--- config.mk ---
export PLATFORM = sky130hd
export DESIGN_NAME = result_uart_framer
export DESIGN_NICKNAME = d
export VERILOG_FILES = /design/src/rtl/calc_ascii_pkg.sv /design/src/rtl/frame_byte_sel.sv /design/src/rtl/result_uart_framer.sv
export SDC_FILE = /design/constraint.sdc
export NUM_CORES = 1
export LEC_CHECK = 0
export ABC_AREA = 1
export BUFFER_PORTS_ARGS = -buffer_cell sky130_fd_sc_hd__buf_2
export CAP_MARGIN = 20
export CORE_ASPECT_RATIO = 0.6
export CORE_MARGIN = 2
export CORE_UTILIZATION = 55
export DETAILED_ROUTE_END_ITERATION = 10
export GPL_TIMING_DRIVEN = 0
export MAX_ROUTING_LAYER = met4
export PLACE_DENSITY_LB_ADDON = 0.1
export SYNTH_ARGS = -nofsm -noshare
export SYNTH_HDL_FRONTEND = slang
export SYNTH_SLANG_ARGS = --single-unit
--- constraint.sdc ---
create_clock -name clk -period 2.1 [get_ports clk]
set_input_delay 0.21 -clock clk [delete_from_list [all_inputs] [get_ports clk]]
set_output_delay 0.21 -clock clk [all_outputs]
set_load 0.005 [all_outputs]
--- src/rtl/calc_ascii_pkg.sv ---
// calc_ascii_pkg: ASCII constants, digit counts and framer FSM states shared along the calculator result path
package calc_ascii_pkg;
  localparam int INT_DIGITS = 6;
  localparam int FRAC_DIGITS = 6;
  localparam logic [7:0] CH_PLUS = 8'h2B;
  localparam logic [7:0] CH_MINUS = 8'h2D;
  localparam logic [7:0] CH_DOT = 8'h2E;
  localparam logic [7:0] CH_CR = 8'h0D;
  localparam logic [7:0] CH_LF = 8'h0A;
  localparam logic [7:0] CH_ZERO = 8'h30;
  localparam logic [7:0] CH_O = 8'h4F;
  localparam logic [7:0] CH_V = 8'h56;
  localparam logic [7:0] CH_F = 8'h46;
  typedef enum logic [1:0] {IDLE, LOAD, SEND, FIN} state_t;
endpackage

--- src/rtl/frame_byte_sel.sv ---
// frame_byte_sel: maps a logical frame index to the outgoing byte and flags the final byte of the frame
module frame_byte_sel
  import calc_ascii_pkg::*;
#(
  parameter bit SEND_CRLF = 1'b1
) (
  input  logic [4:0]  idx,
  input  logic [7:0]  sign_char,
  input  logic [47:0] int_chars,
  input  logic [47:0] frac_chars,
  input  logic        ok,
  output logic [7:0]  data,
  output logic        last
);
  logic [7:0] f [16];
  always_comb begin
    f[0] = sign_char;
    for (int i = 0; i < INT_DIGITS; i++) f[1+i] = int_chars[47-8*i -: 8];
    f[7] = CH_DOT;
    for (int i = 0; i < FRAC_DIGITS; i++) f[8+i] = frac_chars[47-8*i -: 8];
    f[14] = CH_CR;
    f[15] = CH_LF;
  end
  assign data = idx[4] ? 8'h00 :
                ok ? f[idx[3:0]] :
                idx == 5'd0 ? CH_O :
                idx == 5'd1 ? CH_V :
                idx == 5'd2 ? CH_F :
                idx == 5'd3 ? CH_CR :
                idx == 5'd4 ? CH_LF : 8'h00;
  assign last = idx == (ok ? (SEND_CRLF ? 5'd15 : 5'd13) : (SEND_CRLF ? 5'd4 : 5'd2));
endmodule

--- src/rtl/result_uart_framer.sv ---
// result_uart_framer: latches a converted result and streams it to the UART TX as "<sign>IIIIII.FFFFFF\r\n" or "OVF\r\n"
module result_uart_framer
  import calc_ascii_pkg::*;
#(
  parameter bit STRIP_ZEROS = 1'b0,
  parameter bit SEND_CRLF = 1'b1
) (
  input  logic        clk,
  input  logic        rst_n,
  input  logic        start,
  input  logic [7:0]  sign_char,
  input  logic [47:0] int_chars,
  input  logic [47:0] frac_chars,
  input  logic        value_ok,
  output logic [7:0]  tx_data,
  output logic        tx_valid,
  input  logic        tx_ready,
  output logic        busy,
  output logic        done
);
  state_t state, state_n;
  logic [4:0] idx, idx_n;
  logic [7:0] sign_q;
  logic [47:0] int_q, frac_q;
  logic ok_q, lead, acc, last;
  logic [2:0] zoff;
  logic [7:0] sel_byte;
  frame_byte_sel #(.SEND_CRLF(SEND_CRLF)) u_sel (
    .idx(idx),
    .sign_char(sign_q),
    .int_chars(int_q),
    .frac_chars(frac_q),
    .ok(ok_q),
    .data(sel_byte),
    .last(last)
  );
  // Leading '0' count over the first five integer digits; the units digit is always kept
  always_comb begin
    zoff = '0;
    lead = 1'b1;
    for (int i = 0; i < INT_DIGITS-1; i++) begin
      lead = lead & (int_q[47-8*i -: 8] == CH_ZERO);
      zoff = zoff + {2'b00, lead};
    end
  end
  assign acc = state == SEND && tx_ready;
  always_comb begin
    state_n = state == IDLE ? (start ? LOAD : IDLE) :
              state == LOAD ? SEND :
              state == SEND ? ((acc && last) ? FIN : SEND) : IDLE;
    idx_n = state == LOAD ? 5'd0 :
            !acc ? idx :
            (STRIP_ZEROS && ok_q && idx == 5'd0) ? 5'd1 + {2'b00, zoff} : idx + 5'd1;
  end
  always_ff @(posedge clk or negedge rst_n) begin
    if (!rst_n) begin
      state <= IDLE;
      idx <= '0;
      sign_q <= '0;
      int_q <= '0;
      frac_q <= '0;
      ok_q <= 1'b0;
    end else begin
      state <= state_n;
      idx <= idx_n;
      if (state == IDLE && start) begin
        sign_q <= sign_char;
        int_q <= int_chars;
        frac_q <= frac_chars;
        ok_q <= value_ok;
      end
    end
  end
  assign tx_valid = state == SEND;
  assign tx_data = tx_valid ? sel_byte : 8'h00;
  assign busy = state == LOAD || state == SEND;
  assign done = state == FIN;
endmodule

==> impl_metrics.yaml, run 1 <==
synth:
  ys_seq_area_share_pct: 49.7
  syn-cell-area_um2: 5640
  async_flop_share_pct: 100
  synth-seq-cells: 112
  synth_area_leader_cell: "dfrtp_1"
  synth_edf_count: 0
  syn_area_per_cell_um2: 8.98
  synth.top_cell.area_share_pct: 49.7
  synthCells: 628
  synth_fp_nets: 745
  yosys_warnings: 0
  ys.flop_type: "dfrtp_1"
  synthTopCellsByArea: "dfrtp_1 50%, mux2_2 14%, nand2_1 10%"
  ys_types: 34
grt:
  grtUsageTotal_pct: 30.3
  antenna_found_initial: 0
  overflow: 0
  grt_pass1_wl_um: 24400
  grt_pass1_vias: 4859
  grt_max_degree: 62
placement:
  portBuffers: 119
  dp_hpwl_um: 11600
  gp_congestion: 0.886
  pre_cts_ws_ns: 0.0627
worst_setup_path:
  path_buf_inv: 4
  slowest_stage: "dfrtp_1"
  start_kind: "flop"
  cp.arrival_ns: 1.98
  critical_path.max_fanout: 10
  crit_type: "reg -> out"
  path_delay_family: "buffers and inverters"
  cp_common_cell: "nand2_1"
  max_stage_delay_ns: 0.39
  crit_path_cell_trace: "buf_6 > buf_12 > nor2_8 > buf_6 > nand2_1 > nand3_1 > nand2_1 > nand2_1 > nand2_1 > a21oi_2 > buf_2"
  worstSetupEndpointType: "output port"
  required_ns: 1.89
drt:
  detail-route-antenna-nets: 0
  drt_iter0_markers: 467
  firstDrtPassIters: 5
  wire_per_inst_um: 17.7
  dr_wl_met2_um: 7340
  route.detailed.drc: 0
  viasPerCell: 5.55
  wl_met1_um: 7250
  routed-wl-met3_um: 1370
  via_count: 5086
  top_layer_used: "met4"
  routed_wl_um: 16200
timing:
  worst_pin_slew_ns: 0.710
  setup_violations: 8
  max_freq_ghz: 0.456
  finalClockSkew_ns: 0.00970
  fin_crit_sh_pct: 104
  timing.hold.ws_ns: 0.0847
  maxSlewViolCount: 0
  worst_slack_ns: -0.0918
  period_needed_ns: 2.19
  rsz0062_at_grt: "yes"
  hold_viol: 0
  max-slew-margin-rel_pct: 52.7
power_and_ir_drop:
  powerDensity_nw_per_um2: 1610
  peakVddDrop_v: 0.000814
  p_leak_nw: 3.63
floorplanning:
  start_util_pct: 56.9
  pin_count: 120
  dieHeight_um: 82.5
  die_w_um: 135
  rows: 28
  core_area_um2: 9910
  die_area_um2: 11100
run:
  drv_cap: 0
clock_network:
  cts_tree: "yes"
  cts_buffers: 9
  clock_sinks: 112
  clock_latency_ns: 0.35
  clkSlewWorstSetupHoldPaths_ns: 0.08
  clockBufferDepth: 2
  htree_levels: 3
  root_buffer: "clkbuf_16"
final_layout:
  multi_input_area_um2: 2570
  layout-drive-gt1-share_pct: 37.6
  regArea_um2: 2800
  final_core_util_pct: 71.6
  n_antenna_cell: 0
  syn_to_final_growth_pct: 25.9
  nets: 893
  fillCellCount: 780
run_status:
  violations: "setup timing"
  status: "complete, but fails checks"
hold_path:
  min_path_type: "in -> reg"
## cell usage in the layout, fill, tap and decap left out, types with 6 or more instances in the layout
cell type / instances
nor2_1: 71
nor2_2: 8
buf_4: 16
nand3_1: 31
buf_6: 7
inv_1: 48
mux2_2: 69
ha_1: 6
a21oi_1: 41
nand2_1: 147
o21ai_0: 8
clkbuf_16: 10
buf_2: 130
nand2_2: 6
a21oi_2: 6
dfrtp_1: 111
nand3_2: 8
## synthesized netlist by cell type, types with 8 or more instances
| cell | instances |
|---|---|
| a21oi_1 | 46 |
| dfrtp_1 | 112 |
| nand2_1 | 153 |
| nand3_1 | 37 |
| nor2_1 | 78 |
| buf_2 | 20 |
| inv_1 | 52 |
| ha_1 | 8 |
| o21ai_0 | 10 |
| mux2_2 | 69 |
## where the power goes
group | leakage (nW) | switching (mW) | internal (mW)
combinational | 2.20 | 3.47 | 2.56
sequential | 1.29 | 0.533 | 3.22
clock | 0.137 | 0.826 | 0.832
total | 3.63 | 4.83 | 6.61
## layout make-up
| cell class | instances | share of cell area [%] |
|---|---|---|
| Sequential cell | 112 | 39.5 |
| Buffer | 31 | 3.93 |
| Inverter | 55 | 3.08 |
| Timing Repair Buffer | 137 | 11.0 |
| Clock inverter | 5 | 0.652 |
| Multi-Input combinational cell | 430 | 36.2 |
| Clock buffer | 11 | 3.28 |
| Tap cell | 135 | 2.38 |
## sequential cells by signal, summed over array words and instances (netlist names)
| signal | flops |
|---|---|
| int_q | 48 |
| ok_q | 1 |
| sign_q | 8 |
| state | 2 |
| frac_q | 48 |
| idx | 5 |
## worst paths after layout
kind | start | slack [ns] | cells past startpoint | end
hold reg to reg | frac_q[17]$_DFFE_PN0P_ | 0.50 | 1 | frac_q[17]$_DFFE_PN0P_
hold / removal | frac_chars[28] | 0.08 | 2 | frac_q[28]$_DFFE_PN0P_
setup / recovery | idx[0]$_DFFE_PN0P_ | -0.09 | 11 | tx_data[5]
max in group asynchronous | rst_n | 0.90 | 3 | idx[1]$_DFFE_PN0P_
setup reg to reg | state[1]$_DFF_PN0_ | 0.15 | 7 | int_q[20]$_DFFE_PN0P_
min in group asynchronous | rst_n | 0.44 | 2 | int_q[32]$_DFFE_PN0P_
## metrics by stage
step	power (mW)	cell area (µm²)	setup TNS, ns	std cells
6_report	11.4	7100	-0.285	916
5_1_grt	12.2	7100	-0.933	916
4_1_cts	11.0	6980	-0.0105	910
3_5_place_dp	8.83	6440	0	883
3_3_place_gp	8.64	6410	-49.98	882
2_1_floorplan	7.22	5640	0	628
## cells by family (layout without fill, tap and decap cells)
logic type / count (synthesis) / count (layout) / synth area share (%)
DFF: 112 / 112 / 49.7
adders and majority gates: 8 / 8 / 1.77
buffers and inverters: 86 / 239 / 7.21
and+or+nand+nor: 286 / 286 / 21.1
muxes: 69 / 69 / 13.8
AOI/OAI and AO/OA: 67 / 67 / 6.43
## layer usage
metal	global-route usage (%)	vias up
met1	42.0	2475
met4	6.84	0
li1	-	2318
met3	5.19	31
met2	47.4	262
met5	-	-
## what timing repair did
action | in CTS | in global routing
pin swaps | 11 | 8
hold buffers | 1 | 0
gates resized for setup | 51 | 22
endpoints found under the hold margin | 51 | 0
endpoints found under the setup margin | 8 | 42
cloned | 0 | 1
buffers inserted | 10 | 5
Note: power is estimated with default switching activity, not from simulation.
==> run 2: changes to the inputs <==
--- a/config.mk
+++ b/config.mk
@@ -15,6 +15,7 @@
 export GPL_TIMING_DRIVEN = 0
 export MAX_ROUTING_LAYER = met4
 export PLACE_DENSITY_LB_ADDON = 0.1
+export RECOVER_POWER = 100
 export SYNTH_ARGS = -nofsm -noshare
 export SYNTH_HDL_FRONTEND = slang
 export SYNTH_SLANG_ARGS = --single-unit
==> run 2 against run 1 <==
Compared with the run above: the run still ends with setup timing left; global-route usage stayed put; sequential share of layout area is 0.11 points higher; critical endpoint unchanged; largest power group unchanged; largest cell class unchanged; via count is 1.1% lower; total power hardly changed.
==> impl_metrics.yaml, run 2 (same netlist as run 1, synthesis figures left out) <==
run_status:
  status: "complete, but fails checks"
  violations: "setup timing"
power_and_ir_drop:
  net-switching-power_mw: 4.84
  p_leak_nw: 3.63
  p_int_mw: 6.59
  power_switching_share_pct: 42.3
  p_seq_share_pct: 32.8
  peakVddDrop_v: 0.000820
  p_clk_share_pct: 14.5
  powerDensity_nw_per_um2: 1610
  p_comb_share_pct: 52.6
placement:
  portBuffers: 119
  dp_hpwl_um: 11600
  placed_area_um2: 6440
  gp_congestion: 0.886
  pre_cts_ws_ns: 0.0627
timing:
  timing.hold.ws_ns: 0.0828
  setup_tns_ns: -0.291
  setup_violations: 8
  rsz0062_at_grt: "yes"
  worst_pin_slew_ns: 1.37
  period_needed_ns: 2.18
  maxSlewViolCount: 0
  max_freq_ghz: 0.460
  fin_crit_sh_pct: 104
  max-slew-margin-rel_pct: 8.45
  worst_slack_ns: -0.0757
  finalClockSkew_ns: 0.0112
  hold_viol: 0
floorplanning:
  core_area_um2: 9910
  start_util_pct: 56.9
  dieHeight_um: 82.5
  pin_count: 120
  die_area_um2: 11100
  die_w_um: 135
  rows: 28
worst_setup_path:
  crit_type: "reg -> out"
  slowest_stage: "dfrtp_1"
  path_buf_inv: 4
  startpoint: "idx[0]$_DFFE_PN0P_"
  cp.arrival_ns: 1.97
  max_stage_delay_ns: 0.39
  start_kind: "flop"
  path_delay_family: "buffers and inverters"
  critical_path.max_fanout: 10
  cp_common_cell: "nand2_1"
  worstSetupEndpointType: "output port"
  crit_path_cell_trace: "buf_6 > buf_12 > nor2_8 > buf_6 > nand2_1 > nand3_1 > nand2_1 > nand2_1 > nand2_1 > a21oi_2 > buf_2"
  required_ns: 1.89
  r2r_start: "state[1]$_DFF_PN0_"
final_layout:
  mostFrequentLayoutCells: "147 x nand2_1, 122 x buf_2, 111 x dfrtp_1"
  nets: 893
  final_common_cell: "nand2_1"
  fin_area_um2: 7080
  syn_to_final_growth_pct: 25.5
  layout-drive-gt1-share_pct: 37.3
  biggestRegsByFlops: "frac_q x48, int_q x48, sign_q x8"
  n_antenna_cell: 0
grt:
  grt_max_degree: 62
  grt_pass1_vias: 4859
  grtUsageTotal_pct: 30.3
  antenna_found_initial: 0
  overflow: 0
  grt_pass1_wl_um: 24400
drt:
  via_count: 5029
  viasPerCell: 5.49
  detail-route-antenna-nets: 0
  route.detailed.drc: 0
  wire_per_inst_um: 17.6
  drt_iter0_markers: 494
  firstDrtPassIters: 5
  routed_wl_um: 16100
clock_network:
  clock_latency_ns: 0.35
  htree_levels: 3
  clockBufferDepth: 2
  cts_tree: "yes"
  root_buffer: "clkbuf_16"
  clock_sinks: 112
  clkSlewWorstSetupHoldPaths_ns: 0.08
  cts_buffers: 9
hold_path:
  min_path_type: "in -> reg"
  min-delay-start: "frac_chars[21]"
run:
  drv_cap: 0
[run 2: cell count changes in the layout (fill, tap and decap cells not counted), sizes merged]
cell    before  now
buf        162  149
clkbuf      16   29
[run 2: worst reg2reg max path: stages (launching register included)]
cell	delay [ns]
dfrtp_1	0.37
inv_1	0.07
ha_1	0.21
nand2_1	0.23
clkbuf_4	0.30
clkbuf_4	0.26
buf_2	0.33
o21ai_0	0.14
[run 2: layout make-up]
cell class,instances,area (µm²)
Clock buffer,11,233
Timing Repair Buffer,137,777
Tap cell,135,169
Clock inverter,5,46.3
Sequential cell,112,2800
Inverter,55,219
Buffer,31,275
Fill cell,781,2830
Multi-Input combinational cell,430,2560
[run 2: through the flow]
stage	cells	power [mW]	util, %
6_report	916	11.4	71.4
5_1_grt	916	12.1	71.4
4_1_cts	910	11.0	70.4
3_5_place_dp	883	8.83	64.9
3_3_place_gp	882	8.64	64.6
2_1_floorplan	628	7.22	-
[run 2: per-layer routing]
metal / GRT usage, % / share of wire (%) / vias up
met5: - / 0 / -
met4: 6.84 / 1.4 / 0
met3: 5.19 / 8.5 / 25
met2: 47.4 / 45 / 242
met1: 42.0 / 45 / 2445
li1: - / - / 2317
[run 2: timing repair]
item,CTS,global route
endpoints found under the hold margin,51,0
gates resized for setup,51,22
hold buffers,1,0
buffers inserted,10,5
endpoints found under the setup margin,8,42
cloned,0,1
pin swaps,11,8
[run 2: path summary, 6_finish.rpt]
check / endpoint / slack (ns) / depth (start not counted)
max reg2reg: state[0]$_DFF_PN0_ / 0.06 / 7
min reg2reg: frac_q[17]$_DFFE_PN0P_ / 0.50 / 1
min in group asynchronous: int_q[32]$_DFFE_PN0P_ / 0.70 / 2
max in group asynchronous: int_q[4]$_DFFE_PN0P_ / 0.46 / 3
max: tx_data[5] / -0.08 / 11
min: frac_q[21]$_DFFE_PN0P_ / 0.08 / 2
[run 2: power groups by stage]
stage / clock network [mW] / registers [mW] / logic, mW
after detailed placement: 0 / 3.77 / 5.06
after CTS: 1.66 / 3.74 / 5.61
final: 1.66 / 3.75 / 6.02
after floorplan: 0 / 3.58 / 3.64
after global routing: 1.76 / 3.86 / 6.53
after global placement: 0 / 3.71 / 4.93
